===== src/rtl/cache_refill_arbiter.sv =====
// Shares one burst memory port between I-cache refills and D-cache refills/writebacks.
// D-cache wins arbitration, but a starvation counter forces an I-grant after STARVE_LIMIT D-grants.
module cache_refill_arbiter #(
    parameter int ADDR_WIDTH   = 26,
    parameter int DATA_WIDTH   = 32,
    parameter int BURST_LEN    = 4,
    parameter int STARVE_LIMIT = 2
) (
    input  logic                  clk,
    input  logic                  rst,
    input  logic                  ic_req,
    input  logic [ADDR_WIDTH-1:0] ic_addr,
    output logic                  ic_gnt,
    output logic                  ic_rvalid,
    output logic [DATA_WIDTH-1:0] ic_rdata,
    output logic                  ic_done,
    input  logic                  dc_req,
    input  logic                  dc_we,
    input  logic [ADDR_WIDTH-1:0] dc_addr,
    input  logic [DATA_WIDTH-1:0] dc_wdata,
    output logic                  dc_gnt,
    output logic                  dc_rvalid,
    output logic [DATA_WIDTH-1:0] dc_rdata,
    output logic                  dc_wready,
    output logic                  dc_done,
    output logic                  mem_req,
    output logic                  mem_we,
    output logic [ADDR_WIDTH-1:0] mem_addr,
    output logic [DATA_WIDTH-1:0] mem_wdata,
    input  logic                  mem_ready,
    input  logic                  mem_rvalid,
    input  logic [DATA_WIDTH-1:0] mem_rdata,
    output logic                  owner,
    output logic                  busy
);

    localparam int CNT_W  = $clog2(STARVE_LIMIT + 1);
    localparam int BEAT_W = $clog2(BURST_LEN);
    localparam logic [CNT_W-1:0]  STARVE_MAX = CNT_W'(STARVE_LIMIT);
    localparam logic [BEAT_W-1:0] LAST_BEAT  = BEAT_W'(BURST_LEN - 1);

    typedef enum logic [1:0] {IDLE, REQ, READ, WRITE} state_t;

    state_t                state;
    state_t                state_next;
    logic                  owner_q;
    logic                  we_q;
    logic                  first_q;
    logic [ADDR_WIDTH-1:0] addr_q;
    logic [CNT_W-1:0]      starve_cnt;
    logic [BEAT_W-1:0]     beat_cnt;
    logic                  grant_d;
    logic                  grant_i;
    logic                  last_beat;

    always_comb begin
        grant_d   = dc_req && (!ic_req || (starve_cnt < STARVE_MAX));
        grant_i   = !grant_d && ic_req;
        last_beat = (beat_cnt == LAST_BEAT);
    end

    always_ff @(posedge clk) begin
        if (rst) begin
            state <= IDLE;
        end else begin
            state <= state_next;
        end
    end

    always_ff @(posedge clk) begin
        if (rst) begin
            owner_q    <= 1'b0;
            we_q       <= 1'b0;
            first_q    <= 1'b0;
            addr_q     <= '0;
            starve_cnt <= '0;
            beat_cnt   <= '0;
        end else begin
            case (state)
                IDLE: begin
                    if (grant_d) begin
                        owner_q <= 1'b1;
                        we_q    <= dc_we;
                        addr_q  <= dc_addr;
                        first_q <= 1'b1;
                        if (ic_req && (starve_cnt != STARVE_MAX)) begin
                            starve_cnt <= starve_cnt + 1'b1;
                        end
                    end else if (grant_i) begin
                        owner_q    <= 1'b0;
                        we_q       <= 1'b0;
                        addr_q     <= ic_addr;
                        first_q    <= 1'b1;
                        starve_cnt <= '0;
                    end
                    if (!ic_req) begin
                        starve_cnt <= '0;
                    end
                end
                REQ: begin
                    first_q <= 1'b0;
                    if (mem_ready) begin
                        beat_cnt <= '0;
                    end
                end
                READ: begin
                    if (mem_rvalid) begin
                        beat_cnt <= beat_cnt + 1'b1;
                    end
                end
                WRITE: begin
                    if (mem_ready) begin
                        beat_cnt <= beat_cnt + 1'b1;
                    end
                end
                default: ;
            endcase
        end
    end

    // Outputs are forced low while rst is high so a reset aborts a burst in the same cycle.
    always_comb begin
        state_next = state;
        ic_gnt     = 1'b0;
        ic_rvalid  = 1'b0;
        ic_rdata   = '0;
        ic_done    = 1'b0;
        dc_gnt     = 1'b0;
        dc_rvalid  = 1'b0;
        dc_rdata   = '0;
        dc_wready  = 1'b0;
        dc_done    = 1'b0;
        mem_req    = 1'b0;
        mem_we     = 1'b0;
        mem_addr   = '0;
        mem_wdata  = '0;
        busy       = 1'b0;
        owner      = 1'b0;
        if (!rst) begin
            busy  = (state != IDLE);
            owner = (state != IDLE) && owner_q;
            case (state)
                IDLE: begin
                    if (grant_d || grant_i) begin
                        state_next = REQ;
                    end
                end
                REQ: begin
                    mem_req  = 1'b1;
                    mem_we   = we_q;
                    mem_addr = addr_q;
                    ic_gnt   = first_q && !owner_q;
                    dc_gnt   = first_q && owner_q;
                    if (mem_ready) begin
                        state_next = we_q ? WRITE : READ;
                    end
                end
                READ: begin
                    mem_addr = addr_q;
                    if (mem_rvalid) begin
                        if (owner_q) begin
                            dc_rvalid = 1'b1;
                            dc_rdata  = mem_rdata;
                            dc_done   = last_beat;
                        end else begin
                            ic_rvalid = 1'b1;
                            ic_rdata  = mem_rdata;
                            ic_done   = last_beat;
                        end
                        if (last_beat) begin
                            state_next = IDLE;
                        end
                    end
                end
                WRITE: begin
                    mem_we    = we_q;
                    mem_addr  = addr_q;
                    mem_wdata = dc_wdata;
                    dc_wready = mem_ready;
                    if (mem_ready && last_beat) begin
                        dc_done    = 1'b1;
                        state_next = IDLE;
                    end
                end
                default: state_next = IDLE;
            endcase
        end
    end

endmodule


===== config.mk =====
export PLATFORM = sky130hd
export DESIGN_NAME = cache_refill_arbiter
export DESIGN_NICKNAME = d
export VERILOG_FILES = /design/src/rtl/cache_refill_arbiter.sv
export SDC_FILE = /design/constraint.sdc
export NUM_CORES = 1
export LEC_CHECK = 0
export CAP_MARGIN = 20
export CORE_AREA = 3 3 99 101
export CTS_CLUSTER_DIAMETER = 40
export DETAILED_ROUTE_END_ITERATION = 8
export DIE_AREA = 0 0 102 104
export PLACE_DENSITY = 0.82
export SLEW_MARGIN = 20
export SYNTH_ARGS = -nofsm -noshare
export SYNTH_HDL_FRONTEND = slang
export SYNTH_SLANG_ARGS = --single-unit

===== constraint.sdc =====
create_clock -name clk -period 2.4 [get_ports clk]
set_input_delay 0.48 -clock clk [delete_from_list [all_inputs] [get_ports clk]]
set_output_delay 0.48 -clock clk [all_outputs]
set_load 0.01 [all_outputs]

==> results of run 1 <==
## power groups by stage
stage	sequential [mW]	combinational [mW]	clock [mW]
finish	0.773	1.02	0.410
detailed placement	0.777	0.983	0
global placement	0.771	0.956	0
floorplan	0.751	0.507	0
global route	0.786	1.11	0.448
CTS	0.771	1.01	0.423
## per-stage QoR
step | power (mW) | cells | setup TNS (ns) | area (um^2)
2_1_floorplan | 1.26 | 359 | 0 | 2550
3_3_place_gp | 1.73 | 707 | -33.01 | 5260
3_5_place_dp | 1.76 | 707 | -37.21 | 5260
4_1_cts | 2.20 | 721 | -0.0186 | 5430
5_1_grt | 2.35 | 725 | 0 | 5490
6_report | 2.20 | 725 | 0 | 5490
## registers in the layout (all words and copies together) (netlist names)
signal,cells
addr_q,26
beat_cnt,2
first_q,1
owner_q,1
starve_cnt,2
state,2
we_q,1
## cells in the mapped netlist, types with 3 or more instances
cell / instances
and3_1: 35
nor2_1: 5
nand3_1: 3
clkbuf_1: 22
buf_2: 11
o21ai_0: 5
a311oi_1: 26
a21oi_1: 34
nand3b_1: 3
nand2_1: 61
and2_1: 92
inv_1: 3
dfxtp_1: 35
## kinds of logic (layout without fill, tap and decap cells)
logic type,after synthesis,count (layout)
simple gates,210,210
compound gates,72,72
buf+inv,39,293
flops,35,35
fa+ha+maj,2,2
mux,1,1
other cells,0,1
## layout make-up
class | instances | area, um^2 | area share, %
timing repair buffer | 282 | 2840 | 51.6
multi-input combinational | 285 | 1720 | 31.3
sequential | 35 | 702 | 12.8
tap | 111 | 139 | 2.53
clock buffer | 5 | 68.8 | 1.25
clock inverter | 3 | 15.0 | 0.273
inverter | 3 | 11.3 | 0.205
antenna | 1 | 2.50 | 0.0455
## how the worst max path moves through the flow
stage                     from           end  slack (ns)  depth (start not counted)
after floorplan            rst  ic_rdata[13]        0.47                          5
after global placement     rst        ic_gnt       -0.45                          7
after detailed placement   rst        ic_gnt       -0.44                          7
after CTS                  rst       dc_done       -0.02                          6
after global routing       rst   ic_rdata[6]       0.007                          7
final                      rst  dc_rdata[11]        0.06                          7
## layer usage
| layer | wire, um | part of all wire (%) | GRT usage, % | up-vias |
|---|---|---|---|---|
| met5 | 0 | 0 | 0 | - |
| met4 | 298 | 2.5 | 6.09 | 0 |
| met3 | 966 | 8.0 | 5.43 | 16 |
| met2 | 6340 | 53 | 39.2 | 164 |
| met1 | 4420 | 37 | 22.6 | 1612 |
| li1 | - | - | - | 1739 |
## worst max-delay path, stage by stage
cell             delay (ns)
dlygate4sd2_1          0.27
nor2b_4                0.16
and3_4                 0.22
buf_4                  0.11
bufbuf_16              0.25
and2_1                 0.12
clkdlybuf4s15_1        0.24
## timing repair
item                       4_1_cts  5_1_grt
setup endpoints to repair      133       76
resized for setup              115       57
gates cloned                     2        0
buffers inserted                 4        3
pin swaps                        1        1
==> metrics.md, run 1 <==
| Metric | Value |
|---|---|
| Post-synth top area share | `27.5%` |
| Drt total wl | `12000 um` |
| Ys Warns | `0` |
| Num rows | `35` |
| Largest net degree at the start of global routing | `41` |
| Flop2flop setup slack | `0.64 ns` |
| Worst min-delay path startpoint | `first_q` |
| DRC | `0` |
| Max Clock Skew | `0.00279 ns` |
| Initial drt markers | `129` |
| Die H | `104 um` |
| Crit start category | `input port` |
| Mapped Nets | `484` |
| Finished Core Util | `60.3%` |
| Synth Area in Compound Gates | `19.0%` |
| Antenna-violating nets left | `0` |
| Post-synth EDFFs | `0` |
| Max-cap violation count | `0` |
| Relative slew slack | `58.2%` |
| Nets | `737` |
| Leak | `2.93 nW` |
| Number of distinct library cells after synthesis | `32` |
| Worst Tran Pin Value | `0.625 ns` |
| Sw Pwr | `0.766 mW` |
| Vias per cell | `4.87` |
| Main combinational cell family by area after synthesis | `simple AND/OR/NAND/NOR gates` |
| Root Driver | `clkbuf_8` |
| Critical path arrival | `1.86 ns` |
| Gpl congestion | `0.863` |
| Vias | `3531` |
| WHS Path Cells | `2` |
| Clock-pin slew on the worst setup and hold paths | `0.07 ns` |
| Cell internal pwr | `1.44 mW` |
| Clock Latency Late Sink | `0.28 ns` |
| Post-Synth XOR/XNOR Area | `0%` |
| Final Cycle Share | `97.6%` |
| Grt ovf | `0` |
| H-tree level count | `2` |
| Hold WS | `0.489 ns` |
| R2r startpoint | `state[1]` |
| Core Region | `0.00911 mm^2` |
| Most frequent cells in the layout | `clkdlybuf4s50_1, and2_1, nand2_1` |
| Clock Power Share | `18.6%` |
| Die W | `102 um` |
| Worst slack at placement | `-0.435 ns` |
| Pwr/cell area | `401 mW/mm^2` |
| I/O pins | `256` |
| Sequential power share | `35.1%` |
| Combinational Power Share | `46.3%` |
| Worst hold path endpoint | `first_q` |
| Max Freq | `427 MHz` |
| CTS tree | `done` |
| Critical Path End Type | `primary output` |
| Net Sw Frac | `34.8%` |
| Vias in the first global route | `3407` |
| Initial antenna violation count | `1` |
| Syn Inst Count | `359` |
| Avg Inst Size Synth | `7.10 um^2` |
| Run status | `finished, final reports clean` |
| Final setup fails | `0` |
| Fill cell count | `806` |
| Worst Path Required | `1.92 ns` |
| Primary FF master, synth | `dfxtp_1` |
| Adder-Cell Fraction of Synth Area | `0.981%` |
| Starting Density | `28.0%` |
| Post-Synth Simple-Gate Area | `45.4%` |
| Layout cell share with drive strength beyond 1 | `11.4%` |
| GRT Total Usage | `21.0%` |
| Reg2reg path depth | `4` |
| Flops & latches, synth | `35` |
| Sequential-to-total area share from yosys stat | `27.5%` |
| RSZ-0062 raised after global routing | `no` |
| Dpl hpwl | `9350 um` |
| Fin crit period | `2.34 ns` |
| Die area | `0.0106 mm^2` |
| Mux cell area share after synthesis | `0.442%` |
| Most common cell after layout, fill and taps aside | `clkdlybuf4s50_1` |
| Crit path kind | `input port to primary output` |
| Largest area contributor in the netlist | `dfxtp_1` |
| Initial DRT Pass Iterations | `4` |
| Slew Limit Fails | `0` |
| IR drop worst, VDD | `277 uV` |
| Global-route wire length before repair | `17900 um` |
| Area delta synth->final | `115%` |
| # hold bufs at CTS | `0` |
| Clk sinks | `35` |
| Top cells by area, synth | `dfxtp_1, and2_1, nand2_1` |
| Total CTS buffers | `5` |
| Clk buf depth | `2` |
| Post-Syn Area | `0.00255 mm^2` |
| Hold Crit Class | `flop to flop` |
| Wire per inst | `16.6 um` |
| Final hold violations | `0` |
| CP Max Fanout | `16` |
| PortBufs | `255` |
| Asr flop ratio synth | `0%` |
| Worst R2R End | `addr_q[7]` |
| Final WS setup | `0.0577 ns` |
(Power assumes the default switching activity.)
==> run 2: changes to the inputs <==
==> constraint.sdc (replaced) <==
create_clock -name clk -period 2.7 [get_ports clk]
set_input_delay 0.54 -clock clk [delete_from_list [all_inputs] [get_ports clk]]
set_output_delay 0.54 -clock clk [all_outputs]
set_load 0.01 [all_outputs]
==> run 2 against run 1 <==
  * Worst setup slack improved by 0.019 ns
  * First-iteration DRC count decreased by 0.78%
  * Register-to-register slack improved by 0.30 ns
  * Final cell count shrank 0.97%
  * Die area is the same
  * Non-clock buffer count is 6 lower
  * Highest routed layer is now met5
==> metrics.md, run 2 (same netlist as run 1, synthesis figures left out) <==
| Metric | Value |
|---|---|
| Run status | `finished, final reports clean (unchanged)` |
| Total CTS buffers | `5 (unchanged)` |
| CP max stage delay | `0.55 ns (was 0.27 ns)` |
| Drt total wl | `11800 um (was 12000 um)` |
| GRT Total Usage | `20.7% (was 21.0%)` |
| Leak | `2.54 nW (was 2.93 nW)` |
| Root Driver | `clkbuf_8 (unchanged)` |
| Final Cycle Share | `97.2%` |
| Fin crit period | `2.62 ns` |
| CP dominant cell by count | `clkdlybuf4s50_1` |
| CP Max Fanout | `33 (was 16)` |
| Num rows | `35 (unchanged)` |
| Critical path arrival | `2.08 ns (was 1.86 ns)` |
| Initial drt markers | `128 (was 129)` |
| PortBufs | `255 (unchanged)` |
| Antenna-violating nets left | `0 (unchanged)` |
| Gpl congestion | `0.852 (was 0.863)` |
| Most common cell after layout, fill and taps aside | `clkdlybuf4s50_1 (unchanged)` |
| RSZ-0062 raised after global routing | `no (unchanged)` |
| Pwr/cell area | `366 mW/mm^2 (was 401 mW/mm^2)` |
| Largest net degree at the start of global routing | `41 (unchanged)` |
| Slowest cell on crit path | `clkdlybuf4s50_1 (was dlygate4sd2_1)` |
| Fill cell count | `860 (was 806)` |
| Die area | `0.0106 mm^2 (unchanged)` |
| Hold WS | `0.476 ns (was 0.489 ns)` |
| Final setup fails | `0 (unchanged)` |
| Critical Path End Type | `primary output (unchanged)` |
| Clk buf depth | `2 (unchanged)` |
| Layout cell share with drive strength beyond 1 | `9.23% (was 11.4%)` |
| Slew Limit Fails | `0 (unchanged)` |
| Worst Tran Pin Value | `0.624 ns (was 0.625 ns)` |
| DRC | `0 (unchanged)` |
| Setup_tns | `0 ns (unchanged)` |
| Starting Density | `28.0% (unchanged)` |
| Die W | `102 um (unchanged)` |
| Placed Area | `0.00525 mm^2 (was 0.00526 mm^2)` |
| Clock Latency Late Sink | `0.28 ns (about the same)` |
| Vias per cell | `4.92 (was 4.87)` |
| Hold Crit Class | `flop to flop (unchanged)` |
| Initial DRT Pass Iterations | `6 (was 4)` |
| Final instance area | `0.00526 mm^2 (was 0.00549 mm^2)` |
| Vias in the first global route | `3361 (was 3407)` |
| Ant diodes | `0 (was 1)` |
| Most flop-heavy register | `addr_q (unchanged)` |
| Area delta synth->final | `106% (was 115%)` |
| Wire per inst | `16.4 um (was 16.6 um)` |
| Global-route wire length before repair | `17600 um (was 17900 um)` |
| Die H | `104 um (unchanged)` |
| Vias | `3532 (was 3531)` |
| Crit path kind | `input port to primary output (unchanged)` |
| Max-cap violation count | `0 (unchanged)` |
| Largest register FFs | `26 (unchanged)` |
| Final hold violations | `0 (unchanged)` |
| Max Freq | `381 MHz` |
| Crit start category | `input port (unchanged)` |
| H-tree level count | `2 (unchanged)` |
| Clk sinks | `35 (unchanged)` |
| I/O pins | `256 (unchanged)` |
| Initial antenna violation count | `1 (unchanged)` |
| Core Region | `0.00911 mm^2 (unchanged)` |
| Flop2flop setup slack | `0.94 ns (was 0.64 ns)` |
| IR drop worst, VDD | `228 uV (was 277 uV)` |
| Most frequent cells in the layout | `clkdlybuf4s50_1, and2_1, dlygate4sd2_1 (was clkdlybuf4s50_1, and2_1, nand2_1)` |
| Dpl hpwl | `9490 um (was 9350 um)` |
| Relative slew slack | `58.3% (was 58.2%)` |
| Clock-pin slew on the worst setup and hold paths | `0.07 ns (about the same)` |
| Fin cells | `718 (was 725)` |
| Finished Core Util | `57.7% (was 60.3%)` |
| Grt ovf | `0 (unchanged)` |
| Crit path cell chain | `clkdlybuf4s50_1 > nor2b_4 > and3_4 > buf_12 > clkdlybuf4s50_1 (was dlygate4sd2_1 > nor2b_4 > and3_4 > buf_4 > bufbuf_16 > and2_1 > clkdlybuf4s15_1)` |
| Worst Path Required | `2.16 ns (was 1.92 ns)` |
| Nets | `731 (was 737)` |
| Max Clock Skew | `0.00659 ns (was 0.00279 ns)` |
| Placed Cells incl. Taps | `707 (unchanged)` |
| CTS tree | `done (unchanged)` |
## run 2: changes by cell type in the layout (fill, tap and decap cells not counted), moves of 3 or more
cell / change
clkdlybuf4s50_1: +13
buf_2: +3
clkdlybuf4s15_1: -11
buf_4: -3
clkdlybuf4s15_2: -8
dlymetal6s2s_1: -26
dlygate4sd2_1: +30
## run 2: per-layer routing
metal | vias up | routed length [um] | GRT usage (%)
met3 | 25 | 1020 | 5.90
met1 | 1618 | 4410 | 22.8
met4 | 2 | 350 | 6.94
met2 | 162 | 5980 | 37.4
li1 | 1725 | - | -
met5 | - | 13 | 0
## run 2: path summary, 6_finish.rpt
kind,end,start,cells past startpoint
worst max register to register,state[1],state[0],4
worst min register to register,beat_cnt[1],beat_cnt[1],2
worst max-delay path,dc_rvalid,mem_rvalid,5
worst min-delay path,beat_cnt[1],beat_cnt[1],2
## run 2: power by group
| group | leakage (nW) | total (mW) | switching, mW | internal (mW) |
|---|---|---|---|---|
| Clock | 0.0412 | 0.377 | 0.196 | 0.180 |
| Sequential | 0.290 | 0.683 | 0.0615 | 0.622 |
| Combinational | 2.21 | 0.867 | 0.419 | 0.448 |
| Total | 2.54 | 1.93 | 0.677 | 1.25 |
## run 2: critical path, delay by kind of cell
| family | cells | cell delay (ns) |
|---|---|---|
| AND/OR/NAND/NOR | 2 | 0.35 |
| buffers and inverters | 3 | 1.18 |
## run 2: final cells by class
class	count	area, um^2	share of cell area [%]
repair buffers	276	2610	49.7
multi-input cells	285	1710	32.5
flip-flops and latches	35	701	13.3
well taps	111	139	2.64
clock buffers	6	72.6	1.38
clock inverters	2	12.5	0.238
inverters	3	11.3	0.214
## run 2: through the flow
stage | setup WS (ns) | total power [mW]
final | 0.0769 | 1.93
after global placement | -0.259 | 1.53
after CTS | -0.0475 | 1.94
after floorplan | 0.648 | 1.12
after detailed placement | -0.246 | 1.56
after global routing | 0.00919 | 2.05
## run 2: what timing repair did
item,CTS,global route
hold endpoints to repair,0,0
gates cloned,1,0
setup buffers,1,1
gates resized for setup,123,9
hold buffers,0,0
pin swaps,0,0
setup endpoints to repair,127,9
==> run 3: changes to the inputs <==
--- a/config.mk
+++ b/config.mk
@@ -10,6 +10,7 @@
 export CTS_CLUSTER_DIAMETER = 40
 export DETAILED_ROUTE_END_ITERATION = 8
 export DIE_AREA = 0 0 102 104
+export GPL_ROUTABILITY_DRIVEN = 0
 export PLACE_DENSITY = 0.82
 export SLEW_MARGIN = 20
 export SYNTH_ARGS = -nofsm -noshare
==> results of run 3 <==
No change in the layout: final DEF, timing and power equal those of run 2.
